`src/rtl/psk_tx_frame_ctrl.sv`:
```
`default_nettype none
// ============================================================================
// Module   : psk_tx_frame_ctrl
// Brief    : PSK transmit frame sequencer (preamble / payload / guard).
// Revision : 1.0 - initial release
// ============================================================================
module psk_tx_frame_ctrl #(
  parameter int SPS       = 8,
  parameter int PRE_LEN   = 16,
  parameter int PAY_LEN   = 64,
  parameter int GUARD_LEN = 4
) (
  input  logic clk,
  input  logic rst,
  input  logic start,
  input  logic cfg_use_q,
  input  logic bit_in,
  input  logic bit_valid,
  output logic bit_ready,
  output logic sym_bit,
  output logic sym_strobe,
  output logic tx_en,
  output logic strm_sel_q,
  output logic busy,
  output logic done,
  output logic underrun
);

  localparam int MAX_LEN_A = (PRE_LEN > PAY_LEN) ? PRE_LEN : PAY_LEN;
  localparam int MAX_LEN   = (MAX_LEN_A > GUARD_LEN) ? MAX_LEN_A : GUARD_LEN;
  localparam int SAMP_W    = $clog2(SPS);
  localparam int SYM_W     = $clog2((MAX_LEN > 1) ? MAX_LEN : 2);

  localparam logic [SAMP_W-1:0] c_samp_last  = SAMP_W'(SPS - 1);
  localparam logic [SAMP_W-1:0] c_samp_one   = SAMP_W'(1);
  localparam logic [SYM_W-1:0]  c_sym_one    = SYM_W'(1);
  localparam logic [SYM_W-1:0]  c_pre_last   = SYM_W'(PRE_LEN - 1);
  localparam logic [SYM_W-1:0]  c_pay_last   = SYM_W'(PAY_LEN - 1);
  localparam logic [SYM_W-1:0]  c_guard_last = SYM_W'(GUARD_LEN - 1);

  typedef enum logic [1:0] {
    S_IDLE     = 2'd0,
    S_PREAMBLE = 2'd1,
    S_PAYLOAD  = 2'd2,
    S_GUARD    = 2'd3
  } state_t;

  state_t            r_state;
  state_t            w_state_nxt;
  logic [SAMP_W-1:0] r_samp;
  logic [SYM_W-1:0]  r_sym;
  logic [SYM_W-1:0]  w_len_last;
  logic              w_wrap;
  logic              w_last;
  logic              w_accept;
  logic              r_sym_bit;
  logic              r_tx_en;
  logic              r_busy;
  logic              r_done;
  logic              r_strm_sel_q;
  logic              r_underrun;

  assign w_wrap   = (r_samp == c_samp_last);
  assign w_last   = w_wrap && (r_sym == w_len_last);
  assign w_accept = (r_state == S_IDLE) && start;

  always_comb begin
    w_len_last  = '0;
    w_state_nxt = r_state;
    case (r_state)
      S_IDLE: begin
        if (start) w_state_nxt = S_PREAMBLE;
      end
      S_PREAMBLE: begin
        w_len_last = c_pre_last;
        if (w_last) w_state_nxt = S_PAYLOAD;
      end
      S_PAYLOAD: begin
        w_len_last = c_pay_last;
        if (w_last) w_state_nxt = S_GUARD;
      end
      S_GUARD: begin
        w_len_last = c_guard_last;
        if (w_last) w_state_nxt = S_IDLE;
      end
      default: w_state_nxt = S_IDLE;
    endcase
  end

  // A payload bit is pulled on the last sample ahead of every payload symbol.
  always_comb begin
    bit_ready = 1'b0;
    if (w_wrap) begin
      if (r_state == S_PREAMBLE && r_sym == c_pre_last) bit_ready = 1'b1;
      if (r_state == S_PAYLOAD  && r_sym != c_pay_last) bit_ready = 1'b1;
    end
  end

  always_ff @(posedge clk or posedge rst) begin
    if (rst) begin
      r_state <= S_IDLE;
      r_samp  <= '0;
      r_sym   <= '0;
    end else begin
      r_state <= w_state_nxt;
      if (w_state_nxt != r_state || r_state == S_IDLE) begin
        r_samp <= '0;
        r_sym  <= '0;
      end else if (w_wrap) begin
        r_samp <= '0;
        r_sym  <= r_sym + c_sym_one;
      end else begin
        r_samp <= r_samp + c_samp_one;
      end
    end
  end

  always_ff @(posedge clk or posedge rst) begin
    if (rst) begin
      r_sym_bit    <= 1'b0;
      r_tx_en      <= 1'b0;
      r_busy       <= 1'b0;
      r_done       <= 1'b0;
      r_strm_sel_q <= 1'b0;
      r_underrun   <= 1'b0;
    end else begin
      r_tx_en <= (w_state_nxt == S_PREAMBLE) || (w_state_nxt == S_PAYLOAD);
      r_busy  <= (w_state_nxt != S_IDLE);
      r_done  <= (r_state == S_GUARD) && w_last;

      // Preamble symbol k+1 carries ~(k+1)[0], which equals k[0].
      if (w_accept)
        r_sym_bit <= 1'b1;
      else if (bit_ready)
        r_sym_bit <= bit_valid & bit_in;
      else if (r_state == S_PREAMBLE && w_wrap)
        r_sym_bit <= r_sym[0];
      else if (r_state == S_PAYLOAD && w_last)
        r_sym_bit <= 1'b0;

      if (w_accept) begin
        r_strm_sel_q <= cfg_use_q;
        r_underrun   <= 1'b0;
      end else if (bit_ready && !bit_valid) begin
        r_underrun   <= 1'b1;
      end
    end
  end

  assign sym_bit    = r_sym_bit;
  assign sym_strobe = (r_samp == '0) &&
                      ((r_state == S_PREAMBLE) || (r_state == S_PAYLOAD));
  assign tx_en      = r_tx_en;
  assign busy       = r_busy;
  assign done       = r_done;
  assign strm_sel_q = r_strm_sel_q;
  assign underrun   = r_underrun;

endmodule
`default_nettype wire

```
`config.mk`:
```
export PLATFORM = sky130hd
export DESIGN_NAME = psk_tx_frame_ctrl
export DESIGN_NICKNAME = d
export VERILOG_FILES = /design/src/rtl/psk_tx_frame_ctrl.sv
export SDC_FILE = /design/constraint.sdc
export NUM_CORES = 1
export LEC_CHECK = 0
export BUFFER_PORTS_ARGS = -buffer_cell sky130_fd_sc_hd__buf_4
export CORE_MARGIN = 4
export CORE_UTILIZATION = 40
export CTS_BUF_LIST = sky130_fd_sc_hd__clkbuf_4 sky130_fd_sc_hd__clkbuf_8
export DETAILED_ROUTE_END_ITERATION = 10
export GPL_ROUTABILITY_DRIVEN = 1
export GPL_TIMING_DRIVEN = 1
export SLEW_MARGIN = 20
export SYNTH_ARGS = -nofsm -noshare
export SYNTH_HDL_FRONTEND = slang
export SYNTH_SLANG_ARGS = --single-unit
```
`constraint.sdc`:
```
create_clock -name clk -period 2.3 [get_ports clk]
set_clock_uncertainty 0.05 [all_clocks]
set_input_delay 0.23 -clock clk [delete_from_list [all_inputs] [get_ports clk]]
set_output_delay 0.23 -clock clk [all_outputs]
set_load 0.05 [all_outputs]
```
## Yosys cells after proc, flatten, opt, wreduce, memory -nomap -nowiden

Index checks and enable logic that the tools add are counted.

- Output and inout port bits: 8
- Input port bits: 6
- Word-level logic and storage cells: 60
- Register bits after elaboration: 17

- Bitwise logic cells: 1
- $add $sub $neg: 2
- Reductions and logical operators: 19
- Multiplexer cells: 19
- Equal/unequal tests: 10

Operator list:

| cell | count |
|---|---|
| $pmux W6 S3 | 1 |
| $mux W6 | 2 |
| $logic_and A1 B1 Y1 | 9 |
| $mux W1 | 9 |
| $mux W2 | 4 |
| $pmux W2 S4 | 1 |
| $add A6 B1 Y6 const B | 1 |
| $eq A2 B2 Y1 const B | 3 |
| $eq A6 B4 Y1 const B | 1 |
| $eq A6 B6 Y1 | 1 |
| $mux W3 | 2 |
| $ne A6 B6 Y1 const B | 1 |
| $reduce_bool A2 Y1 | 3 |
| $eq A2 B1 Y1 const B | 2 |
| $reduce_bool A4 Y1 | 1 |
| $add A3 B1 Y3 const B | 1 |
| $eq A3 B3 Y1 const B | 1 |
| $logic_not A3 Y1 | 1 |
| $logic_or A1 B1 Y1 | 3 |
| $logic_not A2 Y1 | 1 |
| $ne A2 B2 Y1 | 1 |
| $and A1 B1 Y1 | 1 |
| $logic_not A1 Y1 | 1 |

## Depth between registers and ports, before layout

- Word-level depth: 9
- Gate-level depth with buffers: 9
- Mapped depth without buffers: 9

## Worst setup path before layout

OpenSTA, ideal clock, no wires.

- Path kind: reg-to-reg
- Start: register r_state[1]
- End: register r_sym_bit, in the netlist sym_bit
- Path buffers: 1
- Data arrival time: 1.947 ns
- Period minus slack after synthesis: 2.124 ns
- Library setup time: 0.127 ns
- Data required time: 2.123 ns
- Stages on the path, launching flop included: 8
- Path slack: 0.176 ns
- Cell sequence: dfrtp_1 -> inv_1 -> ha_1 -> bufbuf_16 -> a31oi_4 -> a311oi_4 -> a21boi_2 -> o21ai_1

- Word-level cells in the longest chain between the ends: 7
- Elaborated cells on any way between the ends: 19
- Classes of those cells: eq/ne (4); mux (7); reduce/logical (8)

RTL lines:

| what | RTL line | RTL |
|---|---|---|
| start: declaration | 48 | `state_t r_state;` |
| start signal: assignment | 105 | `r_state <= w_state_nxt;` |
| $eq A2 B1 Y1 | 94 | `if (r_state == S_PREAMBLE && r_sym == c_pre_last) bit_ready = 1'b1;` |
| $logic_and A1 B1 Y1 | 94 |  |
| $mux W1 | 94 |  |
| $mux W1 (*) | 95 | `if (r_state == S_PAYLOAD && r_sym != c_pay_last) bit_ready = 1'b1;` |
| $mux W1 (*) | 93 | `if (w_wrap) begin` |
| via bit_ready | 19 | `output logic bit_ready,` |
| $mux W1 | 134 | `else if (bit_ready)` |
| $mux W1 | 132 | `if (w_accept)` |
| end signal: assignment | 135 | `r_sym_bit <= bit_valid & bit_in;` |
| end signal: assignment | 137 | `r_sym_bit <= r_sym[0];` |
| end: declaration | 56 | `logic r_sym_bit;` |

The timed path passes the listed nets; every way through them passes the cells marked *.
A chain may end at the register's enable or synchronous reset.

## Worst setup path after layout

- Start: register r_sym[0]
- End: output bit_ready

- Word-level cells in the longest chain between the ends: 5
- Elaborated cells on any way between the ends: 7
- Classes of those cells: eq/ne (2); mux (3); reduce/logical (2)

RTL lines:

| what | RTL line | RTL |
|---|---|---|
| start: declaration | 51 | `logic [SYM_W-1:0] r_sym;` |
| start signal: assignment | 111 | `r_sym <= r_sym + c_sym_one;` |
| $eq A6 B4 Y1 | 94 |  |
| $logic_and A1 B1 Y1 | 94 |  |
| $mux W1 | 94 |  |
| $mux W1 (*) | 95 |  |
| $mux W1 (*) | 93 |  |
| end: declaration | 19 |  |

Mark *: on every way between the ends. The rest lies on a longest branch, timed or not.

==> impl_metrics.tcl <==
set metrics [dict create \
    status "finished with violations" \
    violations "negative hold slack" \
    postPlaceCellArea_um2 1210 \
    track_usage_pct 14.3 \
    cp-startpoint "r_sym[0]" \
    num_vias 804 \
    rsz0062_at_grt "false" \
    final_cell_mix "18 x buf_4, 17 x dfrtp_1, 12 x inv_1" \
    r2r_cells 8 \
    layout_commonest_cell "buf_4" \
    boundaryPins 14 \
    reg2reg_to "tx_en" \
    port_buffers 13 \
    cts.clk_slew.worst_paths_ps 100 \
    fmax_ghz 0.453 \
    crit_buf_inv 1 \
    hold_ws_ps -24.1 \
    met3_usage_pct 3.40 \
    crit_slowest_cell "dfrtp_1" \
    grt_pass1_vias 840 \
    cts_setup_buffers 0 \
    maxSlewViolCount 0 \
    final_core_util_pct 49.2 \
    clk_latency_ps 290 \
    grt_remaining_overflow 0 \
    worstSetupEndpointType "output port" \
    gr-max-usage-layer "met2" \
    cp_max_fo 6 \
    hold_viol_final 17 \
    synth_area_um2 1100 \
    power_leakage_nw 0.571 \
    drtPass1Iterations 5 \
    ys_seq_elements 17 \
    period_needed_ps 2210 \
    grt_antenna_before_repair 0 \
    setup_violations 0 \
    clk_path_buf_depth 2 \
    initial_core_util_pct 43.3 \
    path_delay_family "flip-flops" \
    worst_pin_slew_ps 663 \
    wl_per_cell_um 14.1 \
    crit_cells 5 \
    dp_cells 150 \
    max_slew_margin_pct 55.7 \
    die_h_um 60.5 \
    path_cells "ha_1, and3_4, a31oi_4, a311oi_4, buf_4" \
    grt_pass1_wl_mm 3.89 \
    syn_avg_cell_area_um2 10.4 \
    ctsHoldBuffers 0 \
    fp.dieW_um 60.5 \
    nets 140 \
    drive_gt1_share_pct 27.4 \
    fill_cells 242 \
    drtAntennaViolNets 0 \
    fin_cells 154 \
    arrival_ps 1930 \
    powerDensity_nw_per_um2 927 \
    clock_sinks 17 \
    path_class "reg2out" \
    core.rowCount 18 \
    post-route-period-util_pct 95.9 \
    cap_viol_max_count 0 \
    ys_warn_count 0 \
    dpl.hpwl_mm 1.63 \
    slowest_delay_ps 490 \
    gp_congestion 0.765 \
    cts_tree "done" \
    required_ps 2020 \
    syn2layout_area_growth_pct 13.6 \
    drc 0 \
    peakVddDrop_mv 0.700 \
    synthCells 106 \
    use_met1_pct 18.6 \
    cts_buffers 3 \
    cts-resized-gates 0 \
    cp-start-kind "flop" \
    diodes 0 \
    core-area_um2 2540 \
    grt_use_met2_pct 23.1 \
    vias_per_cell 5.22 \
    r2r_slack_ps 150 \
    initialDrtViolationCount 12 \
    r2r-start "r_state[1]" \
    seq_area_frac_synth_pct 38.6 \
    finalInstanceArea_um2 1250 \
    synth_cell_type_count 40 \
    wirelength_mm 2.18 \
    synth_fp_nets 121 \
    tns_ps 0 \
    root_buffer "clkbuf_4" \
    hp-class "in2async" \
    cts.htree.levels 1 \
    grt_max_degree 18 \
    dieArea_um2 3660 \
]
-- layout make-up --
cell class / count / area [µm²] / share of cell area, %
multi-input combinational: 73 / 578 / 46.2
inverter: 12 / 45.0 / 3.60
sequential: 17 / 425 / 34.0
clock buffer: 4 / 30.0 / 2.40
timing repair buffer: 18 / 135 / 10.8
tap: 30 / 37.5 / 3.00
-- registers in the layout (all words and copies together), names as in the netlist --
signal / count
busy: 1
done: 1
r_samp: 3
r_state: 2
r_sym: 6
strm_sel_q: 1
sym_bit: 1
tx_en: 1
underrun: 1
-- metal layers --
layer / share of wire (%) / up-vias
met3: 2.6 / 5
met1: 47 / 385
met5: 0 / -
met4: 1.6 / 0
li1: - / 403
met2: 48 / 11
-- worst max path at each step --
stage,endpoint,slack (ps)
2_1_floorplan,sym_bit,180
3_3_place_gp,tx_en,230
3_5_place_dp,tx_en,160
4_1_cts,bit_ready,70
5_1_grt,bit_ready,8
6_report,bit_ready,90
-- power by group --
part | switching [W] | leakage [nW] | internal, W
Combinational | 0.000388 | 0.331 | 0.000219
Sequential | 0.0000272 | 0.222 | 0.000353
Clock | 0.0000924 | 0.0184 | 0.0000792
-- kinds of logic (layout without fill, tap and decap cells) --
logic type	Yosys count	count (layout)	synth area share (%)
AO/OA/AOI/OAI	25	25	19.9
AND/OR/NAND/NOR	32	32	15.3
buffers and inverters	16	34	10.0
XOR/XNOR	5	5	3.98
multiplexers	2	2	1.93
flip-flops	17	17	38.6
adder cells (fa/ha/maj)	9	9	10.2
-- per-stage QoR --
step / total power (W) / hold slack, ps / worst slack [ps]
6_report: 0.00116 / -24.1 / 94.4
5_1_grt: 0.00125 / 42.9 / 7.99
4_1_cts: 0.00116 / 5.83 / 73.3
3_5_place_dp: 0.000987 / 333 / 160
2_1_floorplan: 0.000877 / 106 / 176
3_3_place_gp: 0.000975 / 321 / 233
-- worst register-to-register path, delay by kind of cell (launching register included) --
kind,cells,cell delay [ps]
AO/OA/AOI/OAI,3,600
adder cells (fa/ha/maj),2,560
flip-flops,1,400
AND/OR/NAND/NOR,2,310
buffers and inverters,1,110
-- cell usage after synthesis --
master / count / area share (%)
a21boi_2: 1 / 1.0
a21o_1: 1 / 0.68
a21oi_1: 3 / 1.4
a311oi_1: 1 / 0.80
a311oi_4: 1 / 2.4
a31o_2: 1 / 0.80
a31oi_4: 1 / 1.9
and2_1: 1 / 0.57
and3_1: 1 / 0.57
and3_2: 1 / 0.68
and3_4: 1 / 1.0
and3b_1: 1 / 0.80
buf_4: 1 / 0.68
buf_6: 1 / 1.0
bufbuf_16: 1 / 3.0
clkbuf_8: 1 / 1.2
dfrtp_1: 17 / 39
ha_1: 9 / 10
inv_1: 12 / 4.1
mux2_2: 1 / 1.0
mux2i_1: 1 / 0.91
nand2_1: 7 / 2.4
nand4_1: 1 / 0.57
nor2_1: 11 / 3.8
nor2_4: 1 / 1.0
nor2b_1: 1 / 0.57
nor3_1: 3 / 1.4
nor3b_1: 3 / 2.0
o211a_1: 1 / 0.91
o21ai_0: 5 / 2.3
o21ai_1: 2 / 0.91
o221ai_1: 1 / 0.80
o22ai_2: 1 / 1.1
o311ai_1: 1 / 0.80
o31a_1: 2 / 1.6
o31ai_1: 1 / 0.68
o41a_1: 1 / 1.0
o41ai_1: 1 / 0.80
xnor2_1: 3 / 2.4
xor2_1: 2 / 1.6
Power figures use the tool's default switching activity.
